`config.mk`:
```
export PLATFORM = sky130hd
export DESIGN_NAME = min_max_decoder
export DESIGN_NICKNAME = d
export VERILOG_FILES = /design/src/rtl/min_max_decoder.sv
export SDC_FILE = /design/constraint.sdc
export NUM_CORES = 1
export LEC_CHECK = 0
export CORE_ASPECT_RATIO = 1.2
export CORE_MARGIN = 2
export CORE_UTILIZATION = 52
export DETAILED_ROUTE_END_ITERATION = 7
export HOLD_SLACK_MARGIN = 0.12
export PLACE_DENSITY = 0.74
export REMOVE_ABC_BUFFERS = 1
export SETUP_SLACK_MARGIN = 0.2
export SYNTH_ARGS = -nofsm -noshare
export SYNTH_HDL_FRONTEND = slang
export SYNTH_SLANG_ARGS = --single-unit
export TNS_END_PERCENT = 30
```
`constraint.sdc`:
```
create_clock -name clk_i -period 2.2 [get_ports clk_i]
set_input_delay 0.55 -clock clk_i [delete_from_list [all_inputs] [get_ports clk_i]]
set_output_delay 0.55 -clock clk_i [all_outputs]
set_load 0.05 [all_outputs]
```
`src/rtl/min_max_decoder.sv`:
```
// Receive-side decoder for the min/max LED bar: captures an osc-off and an osc-on
// snapshot, scans them one bit per cycle and recovers display class and min/value/max.
module min_max_decoder #(
  parameter int VALSIZE = 4
) (
  input  logic                    clk_i,
  input  logic                    rst_ni,
  input  logic                    start_i,
  input  logic                    snap_valid_i,
  input  logic                    osc_i,
  input  logic [2**VALSIZE-1:0]   leds_i,
  output logic                    busy_o,
  output logic                    valid_o,
  input  logic                    ack_i,
  output logic [1:0]              kind_o,
  output logic [VALSIZE-1:0]      min_o,
  output logic [VALSIZE-1:0]      value_o,
  output logic [VALSIZE-1:0]      max_o
);

  localparam int N  = 2**VALSIZE;
  localparam int CW = VALSIZE + 1;

  localparam logic [1:0] K_EMPTY   = 2'b00;
  localparam logic [1:0] K_FULL    = 2'b01;
  localparam logic [1:0] K_BAR     = 2'b10;
  localparam logic [1:0] K_INVALID = 2'b11;

  typedef enum logic [1:0] {S_IDLE, S_CAPTURE, S_SCAN, S_RESULT} state_t;

  state_t               r_state;
  state_t               w_state_nxt;

  logic [N-1:0]         r_lo;
  logic [N-1:0]         r_hi;
  logic                 r_lo_ok;
  logic                 r_hi_ok;
  logic [CW-1:0]        r_k;

  logic [VALSIZE-1:0]   r_lo_first;
  logic [VALSIZE-1:0]   r_lo_last;
  logic [CW-1:0]        r_lo_cnt;
  logic [VALSIZE-1:0]   r_hi_first;
  logic [VALSIZE-1:0]   r_hi_last;
  logic [CW-1:0]        r_hi_cnt;
  logic                 r_viol;

  logic                 r_valid;
  logic [1:0]           r_kind;
  logic [VALSIZE-1:0]   r_min;
  logic [VALSIZE-1:0]   r_value;
  logic [VALSIZE-1:0]   r_max;

  logic [VALSIZE-1:0]   w_idx;
  logic                 w_lo_bit;
  logic                 w_hi_bit;
  logic                 w_both;
  logic                 w_scan_done;
  logic                 w_is_empty;
  logic                 w_is_full;
  logic                 w_is_bar;

  // Number of positions covered by [first, last]; equals popcount only for a contiguous run.
  function automatic logic [CW-1:0] f_span(input logic [VALSIZE-1:0] first,
                                           input logic [VALSIZE-1:0] last);
    f_span = {1'b0, last} - {1'b0, first} + CW'(1);
  endfunction

  assign w_idx       = r_k[VALSIZE-1:0];
  assign w_scan_done = (r_k == CW'(N));
  assign w_lo_bit    = !w_scan_done && r_lo[w_idx];
  assign w_hi_bit    = !w_scan_done && r_hi[w_idx];
  assign w_both      = (r_lo_ok || (snap_valid_i && !osc_i)) &&
                       (r_hi_ok || (snap_valid_i && osc_i));

  assign w_is_empty = (r_lo_cnt == '0) && (r_hi_cnt == '0);
  assign w_is_full  = (r_lo_cnt == CW'(N)) && (r_hi_cnt == CW'(N));
  assign w_is_bar   = (r_lo_cnt != '0) &&
                      (r_lo_cnt == f_span(r_lo_first, r_lo_last)) &&
                      (r_hi_cnt == f_span(r_hi_first, r_hi_last)) &&
                      !r_viol && (r_lo_first == r_hi_first);

  always_comb begin
    w_state_nxt = r_state;
    case (r_state)
      S_IDLE:    if (start_i) w_state_nxt = S_CAPTURE;
      S_CAPTURE: if (w_both) w_state_nxt = S_SCAN;
      S_SCAN:    if (w_scan_done) w_state_nxt = S_RESULT;
      S_RESULT:  if (ack_i) w_state_nxt = S_IDLE;
      default:   w_state_nxt = S_IDLE;
    endcase
  end

  always_ff @(posedge clk_i) begin
    if (!rst_ni) r_state <= S_IDLE;
    else         r_state <= w_state_nxt;
  end

  always_ff @(posedge clk_i) begin
    if (!rst_ni) begin
      r_lo       <= '0;
      r_hi       <= '0;
      r_lo_ok    <= 1'b0;
      r_hi_ok    <= 1'b0;
      r_k        <= '0;
      r_lo_first <= '0;
      r_lo_last  <= '0;
      r_lo_cnt   <= '0;
      r_hi_first <= '0;
      r_hi_last  <= '0;
      r_hi_cnt   <= '0;
      r_viol     <= 1'b0;
      r_valid    <= 1'b0;
      r_kind     <= K_EMPTY;
      r_min      <= '0;
      r_value    <= '0;
      r_max      <= '0;
    end else begin
      case (r_state)
        S_IDLE: begin
          if (start_i) begin
            r_lo_ok <= 1'b0;
            r_hi_ok <= 1'b0;
          end
        end
        S_CAPTURE: begin
          if (snap_valid_i) begin
            if (osc_i) begin
              r_hi    <= leds_i;
              r_hi_ok <= 1'b1;
            end else begin
              r_lo    <= leds_i;
              r_lo_ok <= 1'b1;
            end
          end
          // Scan trackers are unused while capturing, so keep them primed for SCAN.
          r_k        <= '0;
          r_lo_first <= '0;
          r_lo_last  <= '0;
          r_lo_cnt   <= '0;
          r_hi_first <= '0;
          r_hi_last  <= '0;
          r_hi_cnt   <= '0;
          r_viol     <= 1'b0;
        end
        S_SCAN: begin
          if (!w_scan_done) begin
            if (w_lo_bit) begin
              if (r_lo_cnt == '0) r_lo_first <= w_idx;
              r_lo_last <= w_idx;
              r_lo_cnt  <= r_lo_cnt + CW'(1);
            end
            if (w_hi_bit) begin
              if (r_hi_cnt == '0) r_hi_first <= w_idx;
              r_hi_last <= w_idx;
              r_hi_cnt  <= r_hi_cnt + CW'(1);
            end
            if (w_lo_bit && !w_hi_bit) r_viol <= 1'b1;
            r_k <= r_k + CW'(1);
          end else begin
            r_valid <= 1'b1;
            if (w_is_empty) begin
              r_kind  <= K_EMPTY;
              r_min   <= '0;
              r_value <= '0;
              r_max   <= '0;
            end else if (w_is_full) begin
              r_kind  <= K_FULL;
              r_min   <= '0;
              r_value <= VALSIZE'(N-1);
              r_max   <= VALSIZE'(N-1);
            end else if (w_is_bar) begin
              r_kind  <= K_BAR;
              r_min   <= r_hi_first;
              r_value <= r_lo_last;
              r_max   <= r_hi_last;
            end else begin
              r_kind  <= K_INVALID;
              r_min   <= '0;
              r_value <= '0;
              r_max   <= '0;
            end
          end
        end
        S_RESULT: begin
          if (ack_i) r_valid <= 1'b0;
        end
        default: ;
      endcase
    end
  end

  assign busy_o  = (r_state != S_IDLE);
  assign valid_o = r_valid;
  assign kind_o  = r_kind;
  assign min_o   = r_min;
  assign value_o = r_value;
  assign max_o   = r_max;

endmodule

```
; After elaboration in Yosys (flattened, before gate mapping)
; Cells that the tools add are included.
[word_totals]
register_bits = 83
input_bits = 22
out_inout_bits = 16
elab_cells = 144
[classes]
n_addsub = 7
magnitude_cmp = 1
eq_ne = 22
muxes = 56
n_bitwise = 1
reduce_logical = 39
[ops]
columns = cell, n
row1 = $mux 4, 19
row2 = $pmux 4 s2, 4
row3 = $pmux 5 s2, 3
row4 = $ne 2x2->1 const B, 13
row5 = $add 5x1->5 const B, 5
row6 = $mux 5, 5
row7 = $reduce_and 4->1, 5
row8 = $reduce_and 3->1, 6
row9 = $eq 5x5->1 const B, 3
row10 = $logic_and 1x1->1, 12
row11 = $mux 1, 12
row12 = $mux 2, 6
row13 = $eq 5x5->1, 2
row14 = $logic_not 5->1, 2
row15 = $sub 4x4->5, 2
row16 = $bmux 1 s4, 2
row17 = $pmux 1 s2, 4
row18 = $pmux 2 s4, 1
row19 = $reduce_bool 2->1, 4
row20 = $lt 4x5->1 const B, 1
row21 = $reduce_bool 5->1, 1
row22 = $eq 2x2->1 const B, 2
row23 = $eq 4x4->1, 1
row24 = $logic_not 1->1, 4
row25 = other kinds (5), 7

; Depth between registers and ports, before layout
; Gate-level depths: netlist of run 1.
[depth]
word_depth = 10
mapped_depth = 11
ltp_nobuf = 10

; Least setup slack after synthesis of run 1
; No wires, ideal clock.
[synth_timing]
kind = flip-flop to flip-flop
start = register r_hi_last[1]
end = register r_min[1], in the netlist min_o[1]
setup_ps = 74
arrival_time_ps = 2269
required_ps = 2126
path_slack_ps = -143
path_stages_with_launch = 12
path_buffers = 1
period_less_slack_ps = 2343
cell_sequence = dfxtp_1 inv_1 ha_1 inv_1 ha_1 fa_1 xnor2_1 xnor2_1 nor4_1 nand4_1 buf_2 o21ai_0
[synth_between]
elab_chain_len = 9
[synth_lines]
columns = item, line_no
row1 = start: declaration, 44  ; logic [VALSIZE-1:0] r_hi_last;
row2 = start signal: assignment, 155  ; r_hi_last <= w_idx;
row3 = $sub 4x4->5, 66  ; f_span = {1'b0, last} - {1'b0, first} + CW'(1);
row4 = $add 5x1->5, 66
row5 = $eq 5x5->1, 80  ; (r_hi_cnt == f_span(r_hi_first, r_hi_last)) &&
row6 = $logic_and 1x1->1, 79  ; (r_lo_cnt == f_span(r_lo_first, r_lo_last)) &&
row7 = $logic_and 1x1->1, 80
row8 = $logic_and 1x1->1, 81  ; !r_viol && (r_lo_first == r_hi_first);
row9 = $mux 4, 172  ; end else if (w_is_bar) begin
row10 = $mux 4, 167  ; end else if (w_is_full) begin
row11 = $mux 4, 162  ; if (w_is_empty) begin
row12 = end signal: assignment, 174  ; r_min <= r_hi_first;
row13 = end: declaration, 50  ; logic [VALSIZE-1:0] r_min;
; No other way between the ends.
; A chain may end at the register's enable or synchronous reset.

; Final worst setup path of run 1
[layout_timing]
start = register r_hi_last[1]
end = register r_kind[0], in the netlist kind_o[0]
[layout_between]
elab_chain_len = 9
[layout_lines]
columns = item, line_no
row1 = $sub 4x4->5, 66
row2 = $add 5x1->5, 66
row3 = $eq 5x5->1, 80
row4 = $logic_and 1x1->1, 79
row5 = $logic_and 1x1->1, 80
row6 = $logic_and 1x1->1, 81
row7 = $mux 1, 172
row8 = $mux 2, 167
row9 = $mux 2, 162
row10 = end signal: assignment, 163  ; r_kind <= K_EMPTY;
row11 = end signal: assignment, 168  ; r_kind <= K_FULL;
row12 = end signal: assignment, 173  ; r_kind <= K_BAR;
row13 = end: declaration, 49  ; logic [1:0] r_kind;
; No other way between the ends.

==> results of run 1 <==
[path summary, 6_finish.rpt]
kind,start,depth (start not counted),slack [ns],to
setup / recovery,r_hi_last[1],10,-0.18,kind_o[0]
hold reg to reg,r_hi[13],2,0.46,r_hi[13]
hold / removal,r_hi[13],2,0.46,r_hi[13]
setup reg to reg,r_hi_last[1],10,-0.18,kind_o[0]
[worst reg2reg max path, cell delays in order (launching register included)]
cell     delay, ns
dfxtp_2       0.34
inv_2         0.04
ha_4          0.25
inv_2         0.04
ha_4          0.15
fa_2          0.54
xnor2_2       0.12
nand2_1       0.08
nor4_2        0.21
nand4_1       0.23
o221a_2       0.29
[through the flow]
stage	power (W)	hold WS, ns	util	setup TNS, ns	cells
2_1_floorplan	0.002183	0.4304	-	-8.102	478
5_1_grt	0.003914	0.4729	0.6986	-3.733	709
4_1_cts	0.003675	0.4547	0.6802	-2.763	708
6_report	0.003724	0.4556	0.6986	-2.062	709
3_5_place_dp	0.002550	0.4435	0.6390	-3.606	689
3_3_place_gp	0.002520	0.4386	0.6390	-2.080	689
[flip-flops by register name, indices dropped and copies added (netlist names)]
register	cells
r_hi_cnt	5
r_lo_cnt	5
valid_o	1
min_o	4
r_viol	1
r_hi	16
r_hi_ok	1
value_o	4
r_hi_first	4
r_lo_ok	1
r_lo_last	4
kind_o	2
r_state	2
r_k	5
r_hi_last	4
max_o	4
r_lo	16
r_lo_first	4
[cells by family after synthesis]
family | Yosys count | synth area share
adders and majority gates | 26 | 0.07798
xor gates and xnor gates | 19 | 0.03813
and+or+nand+nor | 188 | 0.2033
AOI/OAI and AO/OA | 114 | 0.1683
buffers and inverters | 61 | 0.05734
DFF | 83 | 0.3807
muxes | 22 | 0.07425
[routing by layer]
metal  vias to the layer above  GRT usage  part of all wire
met3                        23    0.03810             0.039
met5                         -          0                 0
li1                       1945          -                 -
met1                      1909     0.2916              0.41
met4                         0     0.1209             0.025
met2                       111     0.4443              0.53
[placed cells by master (no fill, tap or decap), drive strengths merged, types with 8 or more instances in the layout]
master,n
dlygate4sd2,15
nand3,26
nand2b,12
o21ai,20
a21oi,63
o22ai,8
mux2i,11
ha,24
dfxtp,83
clkbuf,11
nand4,17
clkdlybuf4s50,21
buf,65
nor2,19
nand2,90
mux4,8
inv,25
xnor2,16
[power by group through the flow]
stage	combinational (W)	clock, W	sequential, W
global placement	0.000865	0	0.00165
detailed placement	0.000890	0	0.00166
global route	0.00108	0.00119	0.00164
CTS	0.000932	0.00111	0.00163
finish	0.000991	0.00110	0.00163
floorplan	0.000525	0	0.00166
[repair_timing]
action                     CTS  global route
resized for setup           54            34
cloned                       1             0
setup endpoints to repair   57            37
pin swaps                   18            22
buffers inserted             2             1
hold buffers                 0             0
[final cells by class]
class | count | share of cell area
flip-flops and latches | 83 | 0.2933
repair buffers | 101 | 0.1555
clock inverters | 5 | 0.009227
well taps | 114 | 0.02504
inverters | 26 | 0.01714
multi-input cells | 369 | 0.4750
clock buffers | 11 | 0.02482
==> flow_metrics.py, run 1 <==
metrics = {
    "routing": {
        "ant_nets": 0,
        "drc": 0,
        "drt-total-wl_um": 11090,
        "vias": 3988,
        "vias_per_cell": 5.625,
        "wire_per_inst_um": 15.63,
        "drtPass1Iterations": 5,
        "drt_iter0_drc": 187,
    },
    "grt": {
        "grt_pass1_vias": 4065,
        "antenna_found_initial": 0,
        "grt-ovfl-total": 0,
        "grt_pass1_wl_um": 18520,
        "track_usage": 0.2526,
        "grt_start_max_net_pins": 36,
    },
    "logic_synthesis": {
        "seq_area_frac_synth": 0.3807,
        "ys_ff_latch": 83,
        "synthesis.area_um2": 4364,
        "synthCells": 513,
        "synth_edf_count": 0,
        "synth_top_area_frac": 0.3807,
        "synth_cell_types": 55,
        "ys_top_cells_by_count": "nand2_1, dfxtp_1, a21oi_1",
        "yosysMostFrequentCell": "nand2_1",
        "yosys.area.top_type": "dfxtp_1",
        "avgSynthCellArea_um2": 8.507,
        "ys_warn_count": 0,
        "async_flop_share": 0,
        "synth_area_leaders": "dfxtp_1, nand2_1, a21oi_1",
        "yosys_most_used_dff": "dfxtp_1",
    },
    "timing": {
        "final-setup-viol-count": 13,
        "rsz0062_at_grt": "yes",
        "slew_violations": 0,
        "relSlewSlack": 0.6197,
        "skew_ns": 0.008098,
        "max_freq_ghz": 0.4207,
        "fin_crit_sh": 1.081,
        "worst_slack_ns": -0.1771,
        "tightestPinTransition_ns": 0.5683,
        "hold_viol_final": 0,
        "min_period_ns": 2.377,
    },
    "setup_path": {
        "cp-end-kind": "flop",
        "max_stage_delay_ns": 0.54,
        "worstPathArrival_ns": 2.64,
        "worst_ep_required_time_ns": 2.46,
        "critical-path-top-delay-family": "adder cells",
        "cp_cell_sequence": "inv_2 > ha_4 > inv_2 > ha_4 > fa_2 > xnor2_2 > nand2_1 > nor4_2 > nand4_1 > o221a_2",
        "crit_fanout": 4,
        "worstSetupPathType": "flop to flop",
        "slowest_stage": "fa_2",
        "crit_path_start_kind": "flop",
        "critPathBufInv": 2,
    },
    "pwr": {
        "cell_internal_pwr_w": 0.002538,
        "pwr-share-clk": 0.295,
        "sw_frac_of_total": 0.3185,
        "comb_power_share": 0.266,
        "cellPowerDensity_nw_per_um2": 653.9,
        "p_switching_w": 0.001186,
        "leakage_nw": 2.205,
        "seqPwrFrac": 0.439,
        "vdd_ir_drop_max_uv": 452.9,
    },
    "cells_and_area": {
        "drive_gt1_frac": 0.2655,
        "final_area_um2": 5695,
        "multiInputGateArea_um2": 2705,
        "fillers": 637,
        "area_growth_syn_to_layout_pct": 30.50,
        "layout.nets": 638,
        "regArea_um2": 1670,
        "diodes": 0,
    },
    "cts": {
        "cts_tree": "done",
        "clock_latency_ns": 0.36,
        "clock_sinks": 83,
        "h-tree-depth": 3,
        "cts_buffer_depth": 2,
        "path_clk_slew_ns": 0.08,
        "numCtsBuffers": 9,
        "root_buffer": "clkbuf_8",
    },
    "outcome": {
        "violations": "setup timing",
        "status": "complete, but fails checks",
    },
    "die": {
        "die_x_um": 87.63,
        "dieHeight_um": 104.4,
        "ios": 38,
        "fp.coreArea_um2": 8153,
        "core.rowCount": 36,
        "dieArea_um2": 9145,
        "initial_core_util": 0.5353,
    },
    "hold_path": {
        "min-delay-path-class": "flop to flop",
    },
    "placement": {
        "dpl.hpwl_um": 7748,
        "dpl_cell_area_um2": 5210,
        "gp_congestion": 0.8689,
        "portBuffers": 37,
        "pre_cts_slack_ns": -0.3463,
    },
    "run": {
        "max-cap-violations": 0,
    },
}
Note: power is estimated with default switching activity, not from simulation.
==> run 2, diff against run 1 <==
Clock period 2.2 ns to 1.9 ns, I/O delays scaled along.
==> flow_metrics.py, run 2 (synthesis gave the netlist of run 1 again) <==
metrics = {
    "outcome": {
        "status": "complete, but fails checks",
        "violations": "setup timing",
    },
    "routing": {
        "drt-total-wl_um": 12770,
        "wire_per_inst_um": 17.05,
        "drc": 0,
        "drt_iter0_drc": 287,
        "vias_per_cell": 5.848,
        "ant_nets": 0,
        "vias": 4380,
        "drtPass1Iterations": 5,
    },
    "grt": {
        "grt_pass1_wl_um": 19720,
        "antenna_found_initial": 0,
        "track_usage": 0.2727,
        "grt_pass1_vias": 4280,
        "grt-ovfl-total": 0,
        "grt_start_max_net_pins": 26,
    },
    "placement": {
        "portBuffers": 37,
        "gp_congestion": 0.8721,
        "dpl.hpwl_um": 8177,
        "dpl_cell_area_um2": 5423,
    },
    "cells_and_area": {
        "diodes": 0,
        "reg_top3": "r_hi (16), r_lo (16)",
        "layout.nets": 678,
        "drive_gt1_frac": 0.3480,
        "final_area_um2": 6183,
        "final_cell_mix": "buf_4, nand2_1, dfxtp_1",
        "area_growth_syn_to_layout_pct": 41.69,
        "final_common_cell": "buf_4",
    },
    "setup_path": {
        "cp_cell_sequence": "inv_2 > ha_4 > inv_2 > ha_4 > fa_2 > xnor2_2 > xnor2_1 > nor4_1 > nand4_1 > o221a_2",
        "worstPathArrival_ns": 2.76,
        "crit_fanout": 5,
        "worst_ep_required_time_ns": 2.16,
        "cp-end-kind": "flop",
        "critical-path-top-delay-family": "adder cells",
        "crit_path_start_kind": "flop",
        "slowest_stage": "dfxtp_2",
        "critPathBufInv": 2,
        "max_stage_delay_ns": 0.35,
        "worstSetupPathType": "flop to flop",
    },
    "cts": {
        "root_buffer": "clkbuf_8",
        "h-tree-depth": 3,
        "clock_sinks": 83,
        "cts_tree": "done",
        "cts_buffer_depth": 2,
        "numCtsBuffers": 9,
        "path_clk_slew_ns": 0.09,
        "clock_latency_ns": 0.37,
    },
    "timing": {
        "rsz0062_at_grt": "yes",
        "fin_crit_sh": 1.313,
        "worst_slack_ns": -0.5956,
        "hold_viol_final": 0,
        "max_freq_ghz": 0.4007,
        "skew_ns": 0.01229,
        "min_period_ns": 2.496,
        "setup_tns_ns": -10.34,
        "final-setup-viol-count": 40,
        "slew_violations": 0,
        "relSlewSlack": 0.6797,
        "tightestPinTransition_ns": 0.4768,
        "hold_ws_ns": 0.4586,
    },
    "pwr": {
        "vdd_ir_drop_max_uv": 737.7,
        "cellPowerDensity_nw_per_um2": 822.9,
        "leakage_nw": 2.418,
    },
    "die": {
        "dieArea_um2": 9145,
        "die_x_um": 87.63,
        "fp.coreArea_um2": 8153,
        "ios": 38,
        "initial_core_util": 0.5353,
        "core.rowCount": 36,
        "dieHeight_um": 104.4,
    },
    "hold_path": {
        "min-delay-path-class": "flop to flop",
    },
    "run": {
        "max-cap-violations": 0,
    },
}
-- run 2: where the power goes --
part / leakage, nW / switching, W / internal [W]
combinational: 1.61 / 0.000803 / 0.000695
clock: 0.133 / 0.000674 / 0.00104
sequential: 0.673 / 0.0000512 / 0.00182
-- run 2: cell type report --
| cell class | count | area [um2] |
|---|---|---|
| tap | 114 | 142.6 |
| timing repair buffer | 140 | 1239 |
| clock buffer | 10 | 137.6 |
| inverter | 26 | 102.6 |
| clock inverter | 6 | 136.4 |
| fill | 532 | 1969 |
| sequential | 83 | 1672 |
| multi-input combinational | 370 | 2754 |
-- run 2: final timing paths --
kind	startpoint	endpoint	slack, ns	cells past startpoint
setup / recovery	r_hi_last[1]	kind_o[0]	-0.60	10
hold / removal	r_hi[12]	r_hi[12]	0.46	2
setup reg to reg	r_hi_last[1]	kind_o[0]	-0.60	10
hold reg to reg	r_hi[12]	r_hi[12]	0.46	2
-- run 2: what timing repair did --
item                                    in CTS  in global routing
gates cloned                                 1                  1
endpoints found under the hold margin        0                  0
endpoints found under the setup margin      64                 64
hold buffers                                 0                  0
buffers inserted                             7                  5
gates resized for setup                     75                 25
pin swaps                                   32                 23
-- run 2: per-stage QoR --
stage	std cells	total power [W]	worst slack (ns)	util
4_1_cts	743	0.005015	-0.5634	0.7403
6_report	749	0.005089	-0.5956	0.7584
3_3_place_gp	719	0.003093	-0.5306	0.6651
5_1_grt	749	0.005260	-0.6269	0.7584
2_1_floorplan	478	0.002528	-0.8252	-
3_5_place_dp	719	0.003137	-0.6165	0.6651
-- run 2: tightest hold or removal path: cells and delay by family, from the launching register on --
kind / cells / cell delay (ns)
compound gates: 1 / 0.05
simple gates: 1 / 0.05
flops: 1 / 0.32
-- run 2: routing by layer --
layer | global-route usage | up-vias | wire length (um)
li1 | - | 2027 | -
met1 | 0.2977 | 2125 | 4850
met2 | 0.4897 | 180 | 6895
met3 | 0.05238 | 48 | 613
met4 | 0.1319 | 0 | 410
met5 | 0 | - | 0
